===== config.mk =====
export PLATFORM = sky130hd
export DESIGN_NAME = manhattan_update_sequencer
export DESIGN_NICKNAME = d
export VERILOG_FILES = /design/src/rtl/manhattan_update_sequencer.sv
export SDC_FILE = /design/constraint.sdc
export NUM_CORES = 1
export LEC_CHECK = 0
export ABC_AREA = 1
export CORE_MARGIN = 4
export CORE_UTILIZATION = 30
export CTS_CLUSTER_DIAMETER = 30
export DETAILED_ROUTE_END_ITERATION = 10
export PLACE_DENSITY = 0.72
export SLEW_MARGIN = 20
export SYNTH_ARGS = -nofsm -noshare
export SYNTH_HDL_FRONTEND = slang
export SYNTH_SLANG_ARGS = --single-unit

===== constraint.sdc =====
create_clock -name clk -period 1.35 [get_ports clk]
set_input_delay 0.2025 -clock clk [delete_from_list [all_inputs] [get_ports clk]]
set_output_delay 0.2025 -clock clk [all_outputs]
set_load 0.005 [all_outputs]

===== src/rtl/manhattan_update_sequencer.sv =====
// Walks one Manhattan weight-update pass over NUM_WEIGHTS entries:
// read, latch, let the combinational update block settle, write back.
module manhattan_update_sequencer #(
    parameter int BIT_WIDTH   = 32,
    parameter int EXTRA_BIT   = 2,
    parameter int NUM_WEIGHTS = 16,
    parameter int ADDR_WIDTH  = 4,
    parameter int CALC_CYCLES = 2,
    localparam int W = BIT_WIDTH + EXTRA_BIT
) (
    input  logic                  clk,
    input  logic                  rst_n,
    input  logic                  start,
    input  logic                  abort,
    input  logic [W-1:0]          eta_in,
    output logic                  mem_rd_en,
    output logic [ADDR_WIDTH-1:0] mem_rd_addr,
    input  logic [W-1:0]          weight_rd_data,
    input  logic [W-1:0]          error_rd_data,
    output logic                  man_enable,
    output logic [W-1:0]          man_old_weight,
    output logic [W-1:0]          man_diff_error,
    output logic [W-1:0]          man_eta,
    input  logic [W-1:0]          man_updated,
    output logic                  mem_wr_en,
    output logic [ADDR_WIDTH-1:0] mem_wr_addr,
    output logic [W-1:0]          mem_wr_data,
    output logic                  busy,
    output logic                  done
);

    localparam int CW = (CALC_CYCLES > 1) ? $clog2(CALC_CYCLES) : 1;
    localparam logic [CW-1:0]         CALC_LAST = CW'(CALC_CYCLES - 1);
    localparam logic [ADDR_WIDTH-1:0] ADDR_LAST = ADDR_WIDTH'(NUM_WEIGHTS - 1);

    typedef enum logic [2:0] {IDLE, RD, LAT, CALC, WR, DONE} state_t;

    state_t                state;
    logic [ADDR_WIDTH-1:0] addr;
    logic [CW-1:0]         calc_cnt;
    logic                  wr_pend;

    // An abort landing in the WR cycle itself must kill that write.
    assign mem_wr_en = wr_pend & ~abort;

    always_ff @(posedge clk or negedge rst_n) begin
        if (!rst_n) begin
            state          <= IDLE;
            addr           <= '0;
            calc_cnt       <= '0;
            wr_pend        <= 1'b0;
            mem_rd_en      <= 1'b0;
            mem_rd_addr    <= '0;
            man_enable     <= 1'b0;
            man_old_weight <= '0;
            man_diff_error <= '0;
            man_eta        <= '0;
            mem_wr_addr    <= '0;
            mem_wr_data    <= '0;
            busy           <= 1'b0;
            done           <= 1'b0;
        end else if (abort) begin
            state      <= IDLE;
            calc_cnt   <= '0;
            wr_pend    <= 1'b0;
            mem_rd_en  <= 1'b0;
            man_enable <= 1'b0;
            busy       <= 1'b0;
            done       <= 1'b0;
        end else begin
            mem_rd_en <= 1'b0;
            wr_pend   <= 1'b0;
            done      <= 1'b0;
            case (state)
                IDLE: begin
                    if (start) begin
                        man_eta     <= eta_in;
                        addr        <= '0;
                        mem_rd_addr <= '0;
                        mem_rd_en   <= 1'b1;
                        busy        <= 1'b1;
                        state       <= RD;
                    end
                end
                RD: state <= LAT;
                LAT: begin
                    man_old_weight <= weight_rd_data;
                    man_diff_error <= error_rd_data;
                    man_enable     <= 1'b1;
                    calc_cnt       <= '0;
                    state          <= CALC;
                end
                CALC: begin
                    if (calc_cnt == CALC_LAST) begin
                        mem_wr_data <= man_updated;
                        mem_wr_addr <= addr;
                        wr_pend     <= 1'b1;
                        calc_cnt    <= '0;
                        state       <= WR;
                    end else begin
                        calc_cnt <= calc_cnt + CW'(1);
                    end
                end
                WR: begin
                    man_enable <= 1'b0;
                    if (addr == ADDR_LAST) begin
                        done  <= 1'b1;
                        state <= DONE;
                    end else begin
                        addr        <= addr + ADDR_WIDTH'(1);
                        mem_rd_addr <= addr + ADDR_WIDTH'(1);
                        mem_rd_en   <= 1'b1;
                        state       <= RD;
                    end
                end
                DONE: begin
                    busy  <= 1'b0;
                    state <= IDLE;
                end
                default: state <= IDLE;
            endcase
        end
    end

endmodule


# == Yosys cells after proc, flatten, opt, wreduce, memory -nomap -nowiden ==
# Index checks and enable logic that the tools add are counted.
# word_totals
register_bits,153
out_inout_bits,149
word_cells,64
# op_classes
add_sub_neg,2
eq_ne,10
mux,26
n_bitwise,2
reduce_logical,11
# ops
cell,count
$pmux W3 S5,1
$mux W1,14
$mux W3,4
$reduce_bool A3 Y1,3
$mux W4,2
$pmux W1 S2,4
$pmux W4 S2,1
$eq A3 B2 Y1 const B,2
$eq A3 B3 Y1 const B,2
$ne A3 B3 Y1 const B,2
$reduce_and A2 Y1,3
$reduce_and A3 Y1,2
$add A4 B1 Y4 const B,1
$eq A4 B4 Y1 const B,1
$ne A2 B2 Y1 const B,2
$reduce_and A4 Y1,1
$eq A3 B1 Y1 const B,1
$logic_not A3 Y1,1
$reduce_bool A2 Y1,1
$add A1 B1 Y1 const B,1
$and A1 B1 Y1,1
$not A1 Y1,1

# == Logic depth before layout (Yosys ltp) ==
# Gate-level depths: netlist of run 1.
# logic_depth
word_depth,4
ltp_mapped,7
ltp_nobuf,6

# == Least setup slack after synthesis of run 1 ==
# OpenSTA, ideal clock, no wires.
# synth_timing
path_kind,reg2reg
startpoint,register state[2]
endpoint,register man_old_weight[14]
setup_ps,116
arrival_time_ps,1133
required_time_ps,1234
setup_slack_ps,100
path_stages_with_launch,8
n_path_buf,3
synth_period_minus_slack_ps,1250
path_cell_list,dfrtp_1 buf_2 nor2_4 nand2_2 buf_2 buf_6 nand2_1 nand2_1
# synth_between
elab_chain_len,2
# synth_lines
element,line,source
start: declaration,38,state_t state;
start signal: assignment,48,state <= IDLE;
start signal: assignment,63,state <= IDLE;
start signal: assignment,82,state <= RD;
$eq A3 B2 Y1,74,case (state)
$reduce_and A2 Y1 (no line),-,
end signal: assignment,87,man_old_weight <= weight_rd_data;
end: declaration,21,"output logic [W-1:0] man_old_weight,"
# No other way between the ends.
# A chain may end at the register's enable or synchronous reset.

# == Worst setup path after layout of run 1 ==
# layout_timing
startpoint,register state[0]
endpoint,register man_old_weight[20]
# The elaborated chain is that of the path after synthesis.

==> results of run 1 <==
flip-flops by register name (all words and copies together) (netlist names):
signal / flops
done: 1
man_diff_error: 34
addr: 4
state: 3
wr_pend: 1
man_enable: 1
mem_wr_data: 34
mem_rd_en: 1
calc_cnt: 1
busy: 1
mem_wr_addr: 4
man_eta: 34
man_old_weight: 34
routing by layer:
layer | part of all wire | track usage | vias up
li1 | - | - | 2822
met1 | 0.39 | 0.198 | 2778
met2 | 0.49 | 0.269 | 242
met3 | 0.10 | 0.0734 | 34
met4 | 0.018 | 0.0457 | 2
met5 | 0.00062 | 0 | -
path summary, 6_finish.rpt:
check	slack, ns	to	cells after the start
max	-0.05	man_old_weight[20]	7
min reg2reg	0.46	man_old_weight[22]	2
max reg2reg	-0.05	man_old_weight[20]	7
min in group clk	0.31	mem_wr_data[11]	3
min	0.23	man_old_weight[14]	2
max in group asynchronous	0.53	man_diff_error[32]	3
placed cells by master (no fill, tap or decap), types with 7 or more instances in the layout:
master / count
inv_1: 43
nand2_2: 24
clkdlybuf4s50_1: 137
o21ai_0: 16
clkdlybuf4s15_1: 9
buf_12: 17
dlygate4sd2_1: 140
nand3_1: 51
o21ai_1: 22
nor2_1: 8
buf_6: 13
nand2_1: 265
clkbuf_16: 30
buf_4: 35
nand3_2: 26
dfrtp_1: 149
nand2_4: 7
logic make-up after synthesis:
group,share of synthesized area
AO/OA/AOI/OAI,0.0361
XOR/XNOR,0.00144
adder cells (fa/ha/maj),0.00205
buffers and inverters,0.0636
flip-flops,0.628
AND/OR/NAND/NOR,0.269
final cells by class:
class	count	area share
clock buffers	19	0.0396
multi-input cells	440	0.201
well taps	265	0.0303
repair buffers	367	0.347
clock inverters	13	0.0152
inverters	45	0.0166
flip-flops and latches	153	0.350
where the power goes:
group	leakage [nW]	internal (mW)	switching (mW)
Combinational	3.50	3.74	2.97
Sequential	1.96	6.30	0.966
Clock	0.285	2.93	2.00
Total	5.75	13.0	5.94
through the flow:
stage          power (mW)  setup slack [ns]  utilization  hold WS, ns  instances
2_1_floorplan        9.27             0.100            -      -0.0931        674
3_3_place_gp         14.0            -0.292        0.484       0.0915       1229
3_5_place_dp         14.2            -0.342        0.484       0.0918       1229
4_1_cts              18.1           0.00406        0.510        0.209       1271
5_1_grt              20.2           -0.0893        0.555        0.243       1302
6_report             18.9           -0.0469        0.555        0.230       1302
worst max-delay path: cells and delay by family, from the launching register on:
kind / cells / cell delay [ns]
buf+inv: 4 / 0.59
flops: 1 / 0.44
simple gates: 3 / 0.30
repair_timing:
action | 4_1_cts | 5_1_grt
setup buffers | 9 | 10
setup endpoints to repair | 186 | 94
endpoints found under the hold margin | 114 | 0
hold buffers | 1 | 0
pin swaps | 0 | 56
gates resized for setup | 158 | 95
cloned | 0 | 21
==> key figures, run 1 <==
Run status
  • Status: complete, but fails checks
  • Failing checks: negative setup slack

Cells and area
  • N_diodes: 0
  • Layout cell share with drive strength beyond 1: 0.180
  • Finished Cell Area: 10900 sq um
  • Nets@finish: 1165
  • Multi-input logic area: 2200 sq um
  • Flip-flop and latch area: 3830 sq um
  • Area growth syn-to-layout: 79.5%
  • Filler cells: 1754

Timing
  • Least-Margin Pin Slew: 0.332 ns
  • Setup_tns: -0.827 ns
  • Setup Viol. Count Final: 47
  • Final hold vios: 0
  • Tcrit/Tclk final: 1.03
  • Slew Limit Fails: 0
  • Peak Freq: 716 MHz
  • Final WS setup: -0.0469 ns
  • RSZ-0062 raised after global routing: true
  • Post-route minimum period: 1.40 ns
  • Relative slew margins: 0.778
  • Worst Skew: 0.00815 ns

Pwr
  • Lkg Pwr: 5.75 nW
  • VDD IR max: 0.805 mV
  • Pwr dens: 1730 nW/um^2

Floorplanning
  • Die H: 151 microns
  • Die area: 22700 sq um
  • Die width: 151 microns
  • Core area: 19700 sq um
  • Core Rows: 51
  • Initial core utilization: 0.309
  • # IOs: 289

Setup path
  • Most frequent CP cell: buf_12
  • CP Max Fanout: 8
  • R2r startpoint: state[0]
  • CP arrival: 1.75 ns
  • Worst setup SP type: flop
  • Setup Crit Path Kind: flop to flop
  • Setup crit start: state[0]
  • CP endpoint kind: flop
  • CP max stage cell: dfrtp_2
  • CP max stage delay: 0.44 ns
  • CP cell instances: buf_6 -> nor2_4 -> buf_12 -> buf_12 -> buf_4 -> nand3_1 -> nand2_1
  • Required time worst endpoint: 1.70 ns

Placed design
  • IO buf count: 288
  • Placed inst area: 9550 sq um
  • Post-DP HPWL: 13500 microns
  • Placer congestion estimate: 0.783

CTS
  • Deepest clock path buffer count: 2
  • Root Driver: clkbuf_16
  • Worst-path clk slew: 0.06 ns
  • CTS tree: built
  • Clk_lat worst skew: 0.42 ns
  • Cts bufs inserted: 17
  • Clock sink count: 153
  • H-tree depth: 4

Route
  • DRC: 0
  • Pre-antenna DRT Iters: 4
  • WL per Instance: 16.2 microns
  • Detailed Route WL: 21000 microns
  • Initial DRC Count: 217
  • Final ANT Viol Nets: 0
  • Via density: 4.51
  • DR vias: 5878

Synthesis
  • Distinct cells, synth: 26
  • EDFF count, synth: 0
  • YS warnings: 0
  • Syn_nets: 815
  • Seq/Total Area, Yosys: 0.628
  • Top post-synthesis cells by count: nand2_1 (295), dfrtp_1 (153), nand3_1 (79)
  • Yosys top cell area share: 0.628
  • Post-synthesis cell count: 674
  • FFs w/ async S/R, synth: 1.00
  • Post-synthesis cell area: 6100 sq um
  • Synth area leader: dfrtp_1
  • Avg Inst Size Synth: 9.04 sq um
  • Post-synth top flop: dfrtp_1
  • Top-count cell post-synth: nand2_1
  • Main area contributors after synthesis: dfrtp_1 (63%), nand2_1 (18%), nand3_1 (6.5%), inv_1 (2.6%), buf_2 (2.4%)
  • Yosys reg bits: 153

Global routing
  • First-pass GRT wire length: 29200 microns
  • Total track usage: 0.165
  • Largest net degree at the start of global routing: 54
  • Number of global-route vias before repair: 5688
  • Initial antenna violation count: 1
  • GRT Residual Overflow: 0

Job
  • Maxcap violations: 0

Hold path
  • Worst min-delay path category: input pin to asynchronous set/reset pin
No activity file was read; power rests on OpenSTA's default activity.
==> run 2: changes to the inputs <==
--- a/config.mk
+++ b/config.mk
@@ -9,8 +9,10 @@
 export CORE_MARGIN = 4
 export CORE_UTILIZATION = 30
 export CTS_CLUSTER_DIAMETER = 30
+export CTS_CLUSTER_SIZE = 28
 export DETAILED_ROUTE_END_ITERATION = 10
-export PLACE_DENSITY = 0.72
+export DONT_BUFFER_PORTS = 1
+export PLACE_DENSITY = 0.54
 export SLEW_MARGIN = 20
 export SYNTH_ARGS = -nofsm -noshare
 export SYNTH_HDL_FRONTEND = slang
==> run 2 against run 1 <==
Compared with the run above:
- the flow finishes with violations (negative hold slack)
- non-clock buffer count decreased by 213
- clock power shrank 4.7%
- clock skew down 0.0015 ns
- wire length down 16%
- first-iteration DRC count is 11% higher
- worst setup slack better by 0.096 ns
- design area fell by 23%
- fmax is 7.4% higher
- largest power group unchanged
- highest routed layer is now met4
==> key figures, run 2 (synthesis results as in run 1) <==
Setup path
  • Setup Crit Path Kind: input pin to flop
  • Required time worst endpoint: 1.65 ns (-0.05 ns)
  • Worst R2R Setup Slack: 0.09 ns (+0.14 ns)
  • R2R cell count: 6 (-1)
  • CP max stage delay: 0.70 ns (+0.26 ns)
  • Setup crit start: abort
  • Largest delay share family, worst path: buffers and inverters
  • Worst r2r dst: man_diff_error[6]
  • CP arrival: 1.60 ns (-0.15 ns)
  • CP endpoint kind: flop
  • CP cell instances: dlygate4sd3_1 -> nor2_4 -> nand3_4 -> buf_12 -> o21ai_2 -> nand2_1 -> nand2_1
  • Most frequent CP cell: nand2_1
  • Worst setup SP type: input pin
  • CP max stage cell: dlygate4sd3_1
  • Crit path depth: 7 (unchanged)
  • Crit path buf inv count: 2 (-2)
  • R2r startpoint: state[1]
  • CP Max Fanout: 73 (+65)
  • End point of the critical path: addr[3]

Timing
  • Relative slew margins: 0.800 (+0.0221)
  • Least-Margin Pin Slew: 0.300 ns (-0.0319 ns)
  • Final hold vios: 153 (+153)
  • Post-route minimum period: 1.30 ns (-0.0963 ns)
  • Min Hold Slack: -0.512 ns (-0.742 ns)
  • Slew Limit Fails: 0 (unchanged)
  • Setup Viol. Count Final: 0 (-100%)
  • Peak Freq: 769 MHz (+7.4%)
  • Worst Skew: 0.00661 ns (-0.00154 ns)
  • Tcrit/Tclk final: 0.963 (-0.0714)

Placed design
  • Placed insts: 917 (-25%)
  • Placer congestion estimate: 0.720 (-8.1%)
  • IO buf count: 0 (-100%)
  • Post-DP HPWL: 10800 microns (-20%)

Floorplanning
  • Die area: 22700 sq um (unchanged)
  • Core area: 19700 sq um (unchanged)
  • Die width: 151 microns (unchanged)
  • # IOs: 289 (unchanged)
  • Die H: 151 microns (unchanged)
  • Initial core utilization: 0.309 (unchanged)
  • Core Rows: 51 (unchanged)

Pwr
  • Pwr dens: 1810 nW/um^2 (+4.8%)
  • VDD IR max: 0.767 mV (-4.8%)
  • Internal Power: 10.4 mW (-20%)
  • Clock share of power: 0.307 (+0.046)
  • Combinational share of power: 0.178 (-0.177)
  • Tot Pwr: 15.3 mW (-19%)
  • Flop pwr share: 0.515 (+0.131)
  • Switch share: 0.322 (+0.00772)
  • Lkg Pwr: 4.31 nW (-25%)
  • Psw: 4.92 mW (-17%)

CTS
  • Deepest clock path buffer count: 2 (unchanged)
  • H-tree depth: 4 (unchanged)
  • Hold_buf cts: 137 (+136)
  • Worst-path clk slew: 0.06 ns (about the same)
  • Clk_lat worst skew: 0.41 ns (about the same)
  • Cts bufs inserted: 17 (unchanged)
  • CTS tree: built
  • Clock sink count: 153 (unchanged)
  • Root Driver: clkbuf_16

Route
  • Final ANT Viol Nets: 0 (unchanged)
  • Pre-antenna DRT Iters: 4 (unchanged)
  • WL per Instance: 16.2 microns (about the same)
  • DRC: 0 (unchanged)
  • Via density: 4.45 (-1.4%)
  • Initial DRC Count: 241 (+11%)
  • Detailed Route WL: 17600 microns (-16%)
  • DR vias: 4850 (-17%)

Run status
  • Failing checks: negative hold slack
  • Status: complete, but fails checks

Global routing
  • Largest net degree at the start of global routing: 154 (+190%)
  • Initial antenna violation count: 0 (-1)
  • Number of global-route vias before repair: 4965 (-13%)
  • Total track usage: 0.149 (-0.0157)
  • First-pass GRT wire length: 26500 microns (-9.3%)
  • GRT Residual Overflow: 0 (unchanged)

Job
  • Maxcap violations: 0 (unchanged)

Cells and area
  • Final Core Density: 0.428 (-0.127)
  • Layout cell share with drive strength beyond 1: 0.0777 (-0.103)
  • Commonest cells after routing, fill and taps aside: nand2_1 (295), dfrtp_1 (150), dlygate4sd3_1 (137), nand3_1 (78), inv_1 (43)
  • Area growth syn-to-layout: 38.6%
  • Most common cell after layout, fill and taps aside: nand2_1
  • Final Instance Count excl. Fillers: 1089 (-16%)
  • Nets@finish: 952 (-18%)
  • N_diodes: 0 (unchanged)

Hold path
  • Worst min-delay path category: input pin to asynchronous set/reset pin
-- run 2: cell count changes in the layout (fill, tap and decap cells not counted), moves of 6 or more --
cell / delta
nand3_2: -26
dlygate4sd2_1: -140
buf_6: -13
nand2_2: -22
buf_12: -11
clkdlybuf4s50_1: -137
dlygate4sd3_1: +136
clkbuf_16: -12
nand2_4: -6
clkdlybuf4s15_1: -9
nand3_1: +27
buf_4: -25
nand2_1: +30
-- run 2: worst min-delay path by stage --
stage | cells after the start | start | slack, ns | to
finish | 0 | rst_n | -0.51 | man_old_weight[20]
global route | 0 | rst_n | -0.55 | man_old_weight[20]
CTS | 0 | rst_n | -0.54 | busy
detailed placement | 0 | rst_n | -0.09 | man_old_weight[20]
global placement | 0 | rst_n | -0.09 | man_old_weight[20]
floorplan | 0 | rst_n | -0.09 | addr[0]
-- run 2: power by group through the flow --
stage	sequential (mW)	combinational (mW)	clock [mW]
CTS	7.90	2.62	4.90
global placement	7.95	2.19	0
finish	7.87	2.72	4.70
global route	8.10	3.17	5.09
floorplan	7.41	1.87	0
detailed placement	7.94	2.29	0
-- run 2: repair_timing --
action	4_1_cts	5_1_grt
resized for setup	3	9
setup endpoints to repair	12	67
pin swaps	0	3
endpoints found under the hold margin	293	153
cloned	0	2
buffers inserted	0	1
-- run 2: layout make-up --
class	instances	area (sq um)
Tap cell	265	332
Timing Repair Buffer	154	1590
Sequential cell	153	3830
Clock buffer	22	464
Inverter	45	181
Multi-Input combinational cell	439	1920
Fill cell	1876	11300
Timing Repair inverter	1	8.76
Clock inverter	10	119
-- run 2: metal layers --
layer	vias to the layer above	share of wire	GRT usage
met5	-	0	0
met4	0	0.016	0.0494
met3	16	0.11	0.0707
met2	216	0.48	0.239
met1	2247	0.39	0.176
li1	2371	-	-
-- run 2: worst reg2reg max path, delay by kind of cell, from the launching register on --
family,cells,cell delay [ns]
buffers and inverters,3,0.42
flip-flops,1,0.40
AND/OR/NAND/NOR,3,0.39
-- run 2: through the flow --
step                setup slack [ns]  hold slack [ns]  TNS [ns]  area [sq um]
global placement              0.0115          -0.0893         0          6390
floorplan                      0.100          -0.0931         0          6100
global route                -0.00163           -0.548  -0.00163          8450
finish                        0.0494           -0.512         0          8450
CTS                          0.00568           -0.543         0          8360
detailed placement          -0.00530          -0.0895  -0.00530          6390
